## config.mk

```make
export PLATFORM = sky130hd
export DESIGN_NAME = binary_to_onehot
export DESIGN_NICKNAME = d
export VERILOG_FILES = /design/src/rtl/binary_to_onehot.sv
export SDC_FILE = /design/constraint.sdc
export NUM_CORES = 1
export LEC_CHECK = 0
export CAP_MARGIN = 10
export CORE_AREA = 4 4 41 43
export CTS_BUF_LIST = sky130_fd_sc_hd__clkbuf_16
export CTS_CLUSTER_SIZE = 25
export DETAILED_ROUTE_END_ITERATION = 12
export DIE_AREA = 0 0 45 47
export DONT_BUFFER_PORTS = 1
export PLACE_DENSITY = 0.69
export SYNTH_ARGS = -nofsm -noshare
export SYNTH_HDL_FRONTEND = slang
export SYNTH_SLANG_ARGS = --single-unit
```

## constraint.sdc

```tcl
create_clock -name clk -period 1.44 [get_ports clk]
set_input_delay 0.288 -clock clk [delete_from_list [all_inputs] [get_ports clk]]
set_output_delay 0.288 -clock clk [all_outputs]
set_load 0.01 [all_outputs]
```

## src/rtl/binary_to_onehot.sv

```systemverilog
// binary_to_onehot: registered binary-index to one-hot decoder.
// The result is captured one clock after an accepted index. out_valid flags
// the cycle immediately after each accepted index. clear zeroes the output
// and takes priority over in_valid.
//
// Handshake: an index is accepted on any rising edge where in_valid is high
// and clear is low. There is no ready signal; the block takes one index per
// clock with no stall. binary_input is a don't-care while in_valid is low.
module binary_to_onehot #(
    parameter int input_width = 4
) (
    input  logic                          clk,
    input  logic                          rst_n,
    input  logic [input_width-1:0]        binary_input,
    input  logic                          in_valid,
    input  logic                          clear,
    output logic [(1 << input_width)-1:0] onehot_output,
    output logic                          out_valid
);

    localparam int OutWidth = 1 << input_width;

    logic [OutWidth-1:0] onehot_dec;
    logic [OutWidth-1:0] onehot_d;
    logic [OutWidth-1:0] onehot_q;
    logic                valid_d;
    logic                valid_q;

    // Decode the index.
    // Every index value selects exactly one output line, so no out-of-range case exists.
    always_comb begin
        onehot_dec = '0;
        for (int k = 0; k < OutWidth; k++) begin
            onehot_dec[k] = (binary_input == input_width'(k));
        end
    end

    // Next-state logic: clear wins, otherwise capture on in_valid, otherwise hold.
    always_comb begin
        onehot_d = onehot_q;
        valid_d  = 1'b0;
        if (clear) begin
            onehot_d = '0;
        end else if (in_valid) begin
            onehot_d = onehot_dec;
            valid_d  = 1'b1;
        end
    end

    // Output registers.
    // Asynchronous reset drops any in-flight decode immediately.
    always_ff @(posedge clk or negedge rst_n) begin
        if (!rst_n) begin
            onehot_q <= '0;
            valid_q  <= 1'b0;
        end else begin
            onehot_q <= onehot_d;
            valid_q  <= valid_d;
        end
    end

    assign onehot_output = onehot_q;
    assign out_valid     = valid_q;

endmodule

```

# After elaboration in Yosys (flattened, before gate mapping)
# Index checks and enable logic that the tools add are counted.
totals:
  reg_bits: 17
  latch_bits: 0
  mem_bits_rw: 0
  rom_bits: 0
  output_inout_bits: 17
  wordCells: 23
  memories: 0
op_classes:
  n_addsub: 0
  n_mul: 0
  div: 0
  order_cmp: 0
  eq_ne: 15
  shifts: 0
  mux: 4
  bitwise_logic: 0
  reduce_logical: 2
op_table:
  columns: ["op", "n"]
  rows:
  - ["$eq A4 B4 Y1 const B", 8]
  - ["$mux W16", 2]
  - ["$eq A4 B3 Y1 const B", 4]
  - ["$eq A4 B2 Y1 const B", 2]
  - ["$eq A4 B1 Y1 const B", 1]
  - ["$logic_not A4 Y1", 1]
  - ["$mux W1", 2]
  - ["$reduce_bool A2 Y1", 1]

# Longest topological paths before layout
# Gate-level depths: netlist (run 1).
logic_depth:
  ltp_word: 3
  depth_mapped: 3
  mapped_depth_nobuf: 2

# Least setup slack after synthesis (run 1)
# OpenSTA, ideal clock, no wires.
synth_timing:
  path_kind: "input port to flip-flop"
  from: "in binary_input[3]"
  to: "reg onehot_q[11] (netlist: onehot_output[11])"
  setup_ns: 0.121
  arrival_time_ns: 0.886
  setup_slack_ns: 0.433
  path_stages: 3
  cell_sequence: "clkbuf_2 and4bb_4 a32o_2"
synth_between:
  elab_chain_cells: 3
synth_lines:
  columns: ["item", "line_no", "text"]
  rows:
  - ["from (decl)", "14", "input logic [input_width-1:0] binary_input,"]
  - ["$eq A4 B4 Y1", "34", "onehot_dec[k] = (binary_input == input_width'(k));"]
  - ["$mux W16", "44", "end else if (in_valid) begin"]
  - ["$mux W16", "42", "if (clear) begin"]
  - ["to (signal assigned)", "57", "onehot_q <= onehot_d;"]
  - ["to (decl)", "25", "logic [OutWidth-1:0] onehot_q;"]
# Every way passes these cells. The select of a mux whose other input is x is not followed.
# A chain may end at the register's enable or synchronous reset.

==> results of run 1 <==
-- registers in the layout, summed over array words and instances, names as in the netlist --
| register | flops |
|---|---|
| out_valid | 1 |
| onehot_output | 16 |
-- path summary, 6_finish.rpt --
| kind | startpoint | cells after the start | slack [ns] | endpoint |
|---|---|---|---|---|
| max in group clk | onehot_output[12] | 0 | 0.48 | onehot_output[12] |
| setup / recovery | rst_n | 1 | 0.46 | onehot_output[10] |
| hold reg to reg | onehot_output[7] | 1 | 0.56 | onehot_output[7] |
| min in group asynchronous | rst_n | 1 | 0.53 | onehot_output[4] |
| hold / removal | clear | 1 | 0.10 | out_valid |
| setup reg to reg | onehot_output[12] | 1 | 0.66 | onehot_output[12] |
-- area by class of cell --
type / count / area, um^2 / share of cell area
sequential: 17 / 425 / 0.533
clock buffer: 3 / 75.1 / 0.0940
timing repair buffer: 1 / 10.0 / 0.0125
clock inverter: 1 / 5.00 / 0.00627
inverter: 2 / 7.51 / 0.00940
tap: 15 / 18.8 / 0.0235
multi-input combinational: 28 / 256 / 0.321
-- power groups by stage --
stage / logic, W / registers, W / clock network (W)
after floorplan: 0.0000380 / 0.000502 / 0
after global placement: 0.0000307 / 0.000503 / 0
after detailed placement: 0.0000341 / 0.000504 / 0
after CTS: 0.0000451 / 0.000496 / 0.000542
after global routing: 0.0000501 / 0.000496 / 0.000571
final: 0.0000443 / 0.000495 / 0.000541
-- what timing repair did --
action / CTS / global route
endpoints found under the hold margin: 17 / 0
hold buffers: 1 / 0
setup endpoints to repair: 0 / 0
setup buffers: 0 / 0
-- logic make-up after synthesis --
kind of cell / count (synthesis) / synth area share
simple gates: 12 / 0.146
buf+inv: 5 / 0.0439
compound gates: 16 / 0.214
flops: 17 / 0.596
-- layout by cell type (no fill, tap or decap), types with 2 or more instances in the layout --
cell type | synthesis | final
inv_1 | 2 | 2
and4bb_1 | 2 | 2
o2bb2ai_1 | 3 | 3
a32o_2 | 3 | 3
nor2b_1 | 2 | 2
a22o_1 | 6 | 6
clkbuf_16 | 0 | 3
dfrtp_1 | 17 | 17
a32o_1 | 4 | 4
-- metal layers --
layer,vias up,part of all wire
met5,-,0
met4,0,0
met3,0,0.11
met2,20,0.53
met1,226,0.36
li1,201,-
-- synth_stat cells, types with 2 or more instances --
master	instances
dfrtp_1	17
a22o_1	6
a32o_1	4
a32o_2	3
o2bb2ai_1	3
and4bb_1	2
inv_1	2
nor2b_1	2
-- metrics by stage --
step / cell area (um^2) / hold slack (ns) / util
2_1_floorplan: 713 / -0.00759 / -
3_3_place_gp: 708 / -0.00720 / 0.544
3_5_place_dp: 708 / -0.00718 / 0.544
4_1_cts: 798 / 0.103 / 0.613
5_1_grt: 798 / 0.0979 / 0.613
6_report: 798 / 0.102 / 0.613
==> run_summary.xml, run 1 <==
<?xml version="1.0" encoding="UTF-8"?>
<metrics>
  <group name="timing">
    <metric name="worstMarginPinSlew" unit="ns">0.699</metric>
    <metric name="finalClockSkew" unit="ns">0</metric>
    <metric name="finalSetupTns" unit="ns">0</metric>
    <metric name="rsz0062_at_grt" unit="">no</metric>
    <metric name="timing.slew.headroom" unit="">0.532</metric>
    <metric name="fmaxAchievable" unit="MHz">1020</metric>
    <metric name="final_critical_path_setup_slack" unit="ns">0.458</metric>
    <metric name="period_needed" unit="ns">0.982</metric>
    <metric name="setup_viol_count_final" unit="">0</metric>
    <metric name="hold_viol" unit="">0</metric>
    <metric name="timing.final.crit_share" unit="">0.682</metric>
    <metric name="final-max-slew-violation-count" unit="">0</metric>
  </group>
  <group name="synthesis">
    <metric name="synth_edf_count" unit="">0</metric>
    <metric name="syn_area_per_cell" unit="um^2">14.3</metric>
    <metric name="synth_fp_nets" unit="">58</metric>
    <metric name="post_synth_num_cell_types" unit="">19</metric>
    <metric name="synth.yosys.seq_area_share" unit="">0.596</metric>
    <metric name="synth_top_area_share" unit="">0.596</metric>
    <metric name="synth.largest_area_cell" unit="">dfrtp_1</metric>
    <metric name="synthesis.yosys.warnings" unit="">0</metric>
    <metric name="postSynthRegisterBits" unit="">17</metric>
    <metric name="biggest_area_contributors_in_the_synthesized_netlist" unit="">dfrtp_1 (60%), a22o_1 (7.4%), a32o_1 (5.6%), a32o_2 (4.7%), o2bb2ai_1 (3.7%)</metric>
    <metric name="synth.cell_area" unit="um^2">713</metric>
    <metric name="synthesis.instances" unit="">50</metric>
    <metric name="synth_async_sr_flop_share" unit="">1.00</metric>
    <metric name="synth_top_flop_cell" unit="">dfrtp_1</metric>
  </group>
  <group name="critical_path">
    <metric name="worst-path-buf-inv" unit="">1</metric>
    <metric name="critical_path.top_delay_family" unit="">buffers and inverters</metric>
    <metric name="critPathCaptureType" unit="">async pin</metric>
    <metric name="worstPathCellList" unit="">dlygate4sd3_1</metric>
    <metric name="timing.critical_path.slowest_cell_delay" unit="ns">0.99</metric>
    <metric name="crit_arrival" unit="ns">1.28</metric>
    <metric name="slowest_stage" unit="">dlygate4sd3_1</metric>
    <metric name="critical_path.startpoint_type" unit="">primary input</metric>
    <metric name="crit_required" unit="ns">1.74</metric>
    <metric name="worst-path-max-fanout" unit="">17</metric>
    <metric name="kind_of_critical_path" unit="">primary input to async pin</metric>
  </group>
  <group name="pwr">
    <metric name="leak_pwr" unit="nW">0.381</metric>
    <metric name="p_sw_frac" unit="">0.190</metric>
    <metric name="worst_ir_drop_vdd" unit="V">0.00127</metric>
    <metric name="power.density" unit="nW/um^2">1350</metric>
    <metric name="seq_power_share" unit="">0.458</metric>
    <metric name="switchingPower" unit="W">0.000205</metric>
    <metric name="total_power" unit="W">0.00108</metric>
    <metric name="comb_power_share" unit="">0.041</metric>
    <metric name="p_int" unit="W">0.000875</metric>
    <metric name="power_frac_clock" unit="">0.500</metric>
  </group>
  <group name="grt">
    <metric name="antenna_found_initial" unit="">0</metric>
    <metric name="grt_first_pass_wirelength" unit="mm">2.26</metric>
    <metric name="grt_usage" unit="">0.155</metric>
    <metric name="met2_routing_resource_usage_after_global_routing" unit="">0.285</metric>
    <metric name="largest_net_degree_at_the_start_of_global_routing" unit="">18</metric>
    <metric name="grt_most_used_layer" unit="">met2</metric>
    <metric name="global_route.usage.met3" unit="">0.0958</metric>
    <metric name="grt_pass1_vias" unit="">451</metric>
    <metric name="grt-ovfl-total" unit="">0</metric>
    <metric name="met1_usage" unit="">0.152</metric>
  </group>
  <group name="floorplan">
    <metric name="fp.dieArea" unit="um^2">2120</metric>
    <metric name="initial_core_util" unit="">0.548</metric>
    <metric name="boundaryPins" unit="">25</metric>
    <metric name="num_rows" unit="">13</metric>
    <metric name="fp.dieH" unit="um">47</metric>
    <metric name="die_width" unit="um">45</metric>
    <metric name="design.core.area" unit="um^2">1300</metric>
  </group>
  <group name="flow_run">
    <metric name="maxCapViolations" unit="">0</metric>
  </group>
  <group name="clocking">
    <metric name="max-clock-path-buffers" unit="">2</metric>
    <metric name="cts.clk_slew.worst_paths" unit="ns">0.05</metric>
    <metric name="cts.htree.levels" unit="">1</metric>
    <metric name="buffer_cell_driving_the_clock_tree_root" unit="">clkbuf_16</metric>
    <metric name="cts_inserted_buffers" unit="">3</metric>
    <metric name="tritoncts" unit="">yes</metric>
    <metric name="cts.repair.resized" unit="">0</metric>
    <metric name="insertion_delay" unit="ns">0.25</metric>
    <metric name="clock_sinks" unit="">17</metric>
  </group>
  <group name="placement">
    <metric name="pre_cts_slack" unit="ns">0.343</metric>
    <metric name="dp_cells" unit="">62</metric>
    <metric name="routabilityCongestion" unit="">0.708</metric>
    <metric name="port-buffer-count" unit="">0</metric>
  </group>
  <group name="min_path">
    <metric name="worst_hold_path_type" unit="">primary input to flip-flop</metric>
  </group>
  <group name="cells_and_area">
    <metric name="fillers" unit="">105</metric>
    <metric name="layout-drive-gt1-share" unit="">0.212</metric>
    <metric name="finalNonFillerCells" unit="">67</metric>
    <metric name="area_growth_syn_to_fin" unit="%">11.9</metric>
    <metric name="diodes" unit="">0</metric>
    <metric name="final_nets" unit="">61</metric>
  </group>
  <group name="detailed_routing">
    <metric name="first_pass_iters" unit="">4</metric>
    <metric name="initialDrtViolationCount" unit="">7</metric>
    <metric name="post_drt_wl_per_cell" unit="um">22.3</metric>
    <metric name="vias_per_cell" unit="">6.67</metric>
    <metric name="via_count" unit="">447</metric>
    <metric name="detail_route_antenna_nets" unit="">0</metric>
    <metric name="drc" unit="">0</metric>
    <metric name="wl" unit="mm">1.50</metric>
  </group>
  <group name="run_status">
    <metric name="status" unit="">complete, no violations</metric>
  </group>
</metrics>
No activity file was read; power rests on OpenSTA's default activity.
==> run 2: changes to the inputs <==
- CORE_AREA: 4 4 41 43 -> default
- CORE_MARGIN: default -> 4
- CORE_UTILIZATION: default -> 52
- DIE_AREA: 0 0 45 47 -> default
- PLACE_DENSITY: 0.69 -> 0.7
- clock period: 1.44 -> 0.9 ns (I/O delays scaled with it)
==> run_summary.xml, run 2 (synthesis gave the netlist of run 1 again) <==
<?xml version="1.0" encoding="UTF-8"?>
<metrics>
  <group name="clocking">
    <metric name="cts_setup_buffers" unit="">0</metric>
    <metric name="max-clock-path-buffers" unit="">2</metric>
    <metric name="insertion_delay" unit="ns">0.25</metric>
    <metric name="cts.repair.resized" unit="">0</metric>
    <metric name="cts.htree.levels" unit="">1</metric>
    <metric name="tritoncts" unit="">yes</metric>
    <metric name="cts_inserted_buffers" unit="">3</metric>
    <metric name="buffer_cell_driving_the_clock_tree_root" unit="">clkbuf_16</metric>
    <metric name="ctsHoldBuffers" unit="">1</metric>
    <metric name="clock_sinks" unit="">17</metric>
    <metric name="cts.clk_slew.worst_paths" unit="ns">0.05</metric>
  </group>
  <group name="critical_path">
    <metric name="crit_arrival" unit="ns">0.67</metric>
    <metric name="critical_path.startpoint_type" unit="">flip-flop</metric>
    <metric name="kind_of_critical_path" unit="">flip-flop to output pin</metric>
    <metric name="critPathCaptureType" unit="">output pin</metric>
    <metric name="worst-path-max-fanout" unit="">2</metric>
    <metric name="crit_required" unit="ns">0.72</metric>
  </group>
  <group name="flow_run">
    <metric name="maxCapViolations" unit="">0</metric>
  </group>
  <group name="timing">
    <metric name="finalClockSkew" unit="ns">0</metric>
    <metric name="timing.final.crit_share" unit="">0.948</metric>
    <metric name="final-max-slew-violation-count" unit="">0</metric>
    <metric name="fin_hold_ws" unit="ns">-0.375</metric>
    <metric name="fmaxAchievable" unit="MHz">1170</metric>
    <metric name="setup_viol_count_final" unit="">0</metric>
    <metric name="timing.slew.headroom" unit="">0.748</metric>
    <metric name="period_needed" unit="ns">0.853</metric>
    <metric name="rsz0062_at_grt" unit="">no</metric>
    <metric name="hold_viol" unit="">17</metric>
    <metric name="finalSetupTns" unit="ns">0</metric>
    <metric name="worstMarginPinSlew" unit="ns">0.377</metric>
  </group>
  <group name="floorplan">
    <metric name="fp.dieH" unit="um">45.0</metric>
    <metric name="boundaryPins" unit="">25</metric>
    <metric name="design.core.area" unit="um^2">1300</metric>
    <metric name="fp.dieArea" unit="um^2">2030</metric>
    <metric name="die_width" unit="um">45.0</metric>
    <metric name="initial_core_util" unit="">0.548</metric>
    <metric name="num_rows" unit="">13</metric>
  </group>
  <group name="detailed_routing">
    <metric name="drc" unit="">0</metric>
    <metric name="detail_route_antenna_nets" unit="">0</metric>
    <metric name="first_pass_iters" unit="">4</metric>
    <metric name="initialDrtViolationCount" unit="">6</metric>
    <metric name="vias_per_cell" unit="">6.72</metric>
    <metric name="wl" unit="mm">1.48</metric>
    <metric name="post_drt_wl_per_cell" unit="um">21.8</metric>
    <metric name="via_count" unit="">457</metric>
  </group>
  <group name="run_status">
    <metric name="violations_in_the_final_reports" unit="">negative hold slack</metric>
    <metric name="status" unit="">finished, violations left</metric>
  </group>
  <group name="cells_and_area">
    <metric name="layout.cells.most_common" unit="">dfrtp_1</metric>
    <metric name="max_reg_flops" unit="">16</metric>
    <metric name="area_growth_syn_to_fin" unit="%">14.7</metric>
    <metric name="layout-drive-gt1-share" unit="">0.226</metric>
    <metric name="fillers" unit="">100</metric>
    <metric name="diodes" unit="">0</metric>
    <metric name="final_nets" unit="">62</metric>
    <metric name="layout.cells.most_common_list" unit="">dfrtp_1 (17), a22o_1 (6), a32o_1 (4)</metric>
  </group>
  <group name="pwr">
    <metric name="worst_ir_drop_vdd" unit="V">0.00119</metric>
    <metric name="total_power" unit="W">0.00173</metric>
    <metric name="power.density" unit="nW/um^2">2120</metric>
    <metric name="leak_pwr" unit="nW">0.390</metric>
  </group>
  <group name="grt">
    <metric name="grt_pass1_vias" unit="">462</metric>
    <metric name="grt_usage" unit="">0.170</metric>
    <metric name="largest_net_degree_at_the_start_of_global_routing" unit="">18</metric>
    <metric name="antenna_found_initial" unit="">0</metric>
    <metric name="grt-ovfl-total" unit="">0</metric>
    <metric name="grt_first_pass_wirelength" unit="mm">2.38</metric>
  </group>
  <group name="placement">
    <metric name="place.detailed.hpwl" unit="mm">1.04</metric>
    <metric name="routabilityCongestion" unit="">0.709</metric>
    <metric name="port-buffer-count" unit="">0</metric>
  </group>
  <group name="min_path">
    <metric name="worst_hold_path_type" unit="">primary input to async pin</metric>
  </group>
</metrics>
## run 2: report_power, final
| part | internal, W | total (W) | switching (W) | leakage, nW |
|---|---|---|---|---|
| clock network | 0.000594 | 0.000871 | 0.000277 | 0.0409 |
| registers | 0.000778 | 0.000793 | 0.0000146 | 0.235 |
| logic | 0.0000378 | 0.0000671 | 0.0000294 | 0.114 |
| total | 0.00141 | 0.00173 | 0.000321 | 0.390 |
## run 2: worst paths after layout
kind                                   start           endpoint  slack [ns]  cells past startpoint
max                        onehot_output[14]  onehot_output[14]        0.05                      0
min                                    rst_n  onehot_output[14]       -0.37                      0
max reg2reg                onehot_output[12]  onehot_output[12]        0.11                      1
min reg2reg                onehot_output[10]  onehot_output[10]        0.56                      1
max in group asynchronous              rst_n  onehot_output[10]        1.21                      0
min in group clk             binary_input[3]  onehot_output[15]        0.07                      2
## run 2: area by class of cell
cell class | count | area [um^2] | share of cell area
Timing Repair Buffer | 2 | 30.0 | 0.0367
Sequential cell | 17 | 425 | 0.520
Multi-Input combinational cell | 28 | 256 | 0.313
Inverter | 2 | 7.51 | 0.00917
Clock buffer | 3 | 75.1 | 0.0917
Clock inverter | 1 | 5.00 | 0.00612
Tap cell | 15 | 18.8 | 0.0229
## run 2: metrics by stage
| stage | utilization | instances | hold WS, ns | area [um^2] | setup slack [ns] |
|---|---|---|---|---|---|
| floorplan | - | 50 | -0.116 | 713 | 0.000953 |
| global placement | 0.560 | 63 | -0.115 | 728 | 0.0308 |
| detailed placement | 0.560 | 63 | -0.115 | 728 | 0.0153 |
| CTS | 0.629 | 68 | -0.377 | 818 | 0.0445 |
| global route | 0.629 | 68 | -0.382 | 818 | 0.0309 |
| finish | 0.629 | 68 | -0.375 | 818 | 0.0472 |
## run 2: metal layers
layer | track usage | vias to the layer above | part of all wire
met5 | 0 | - | 0
met4 | 0.105 | 0 | 0.024
met1 | 0.179 | 231 | 0.36
met3 | 0.0558 | 5 | 0.087
met2 | 0.288 | 17 | 0.53
li1 | - | 204 | -
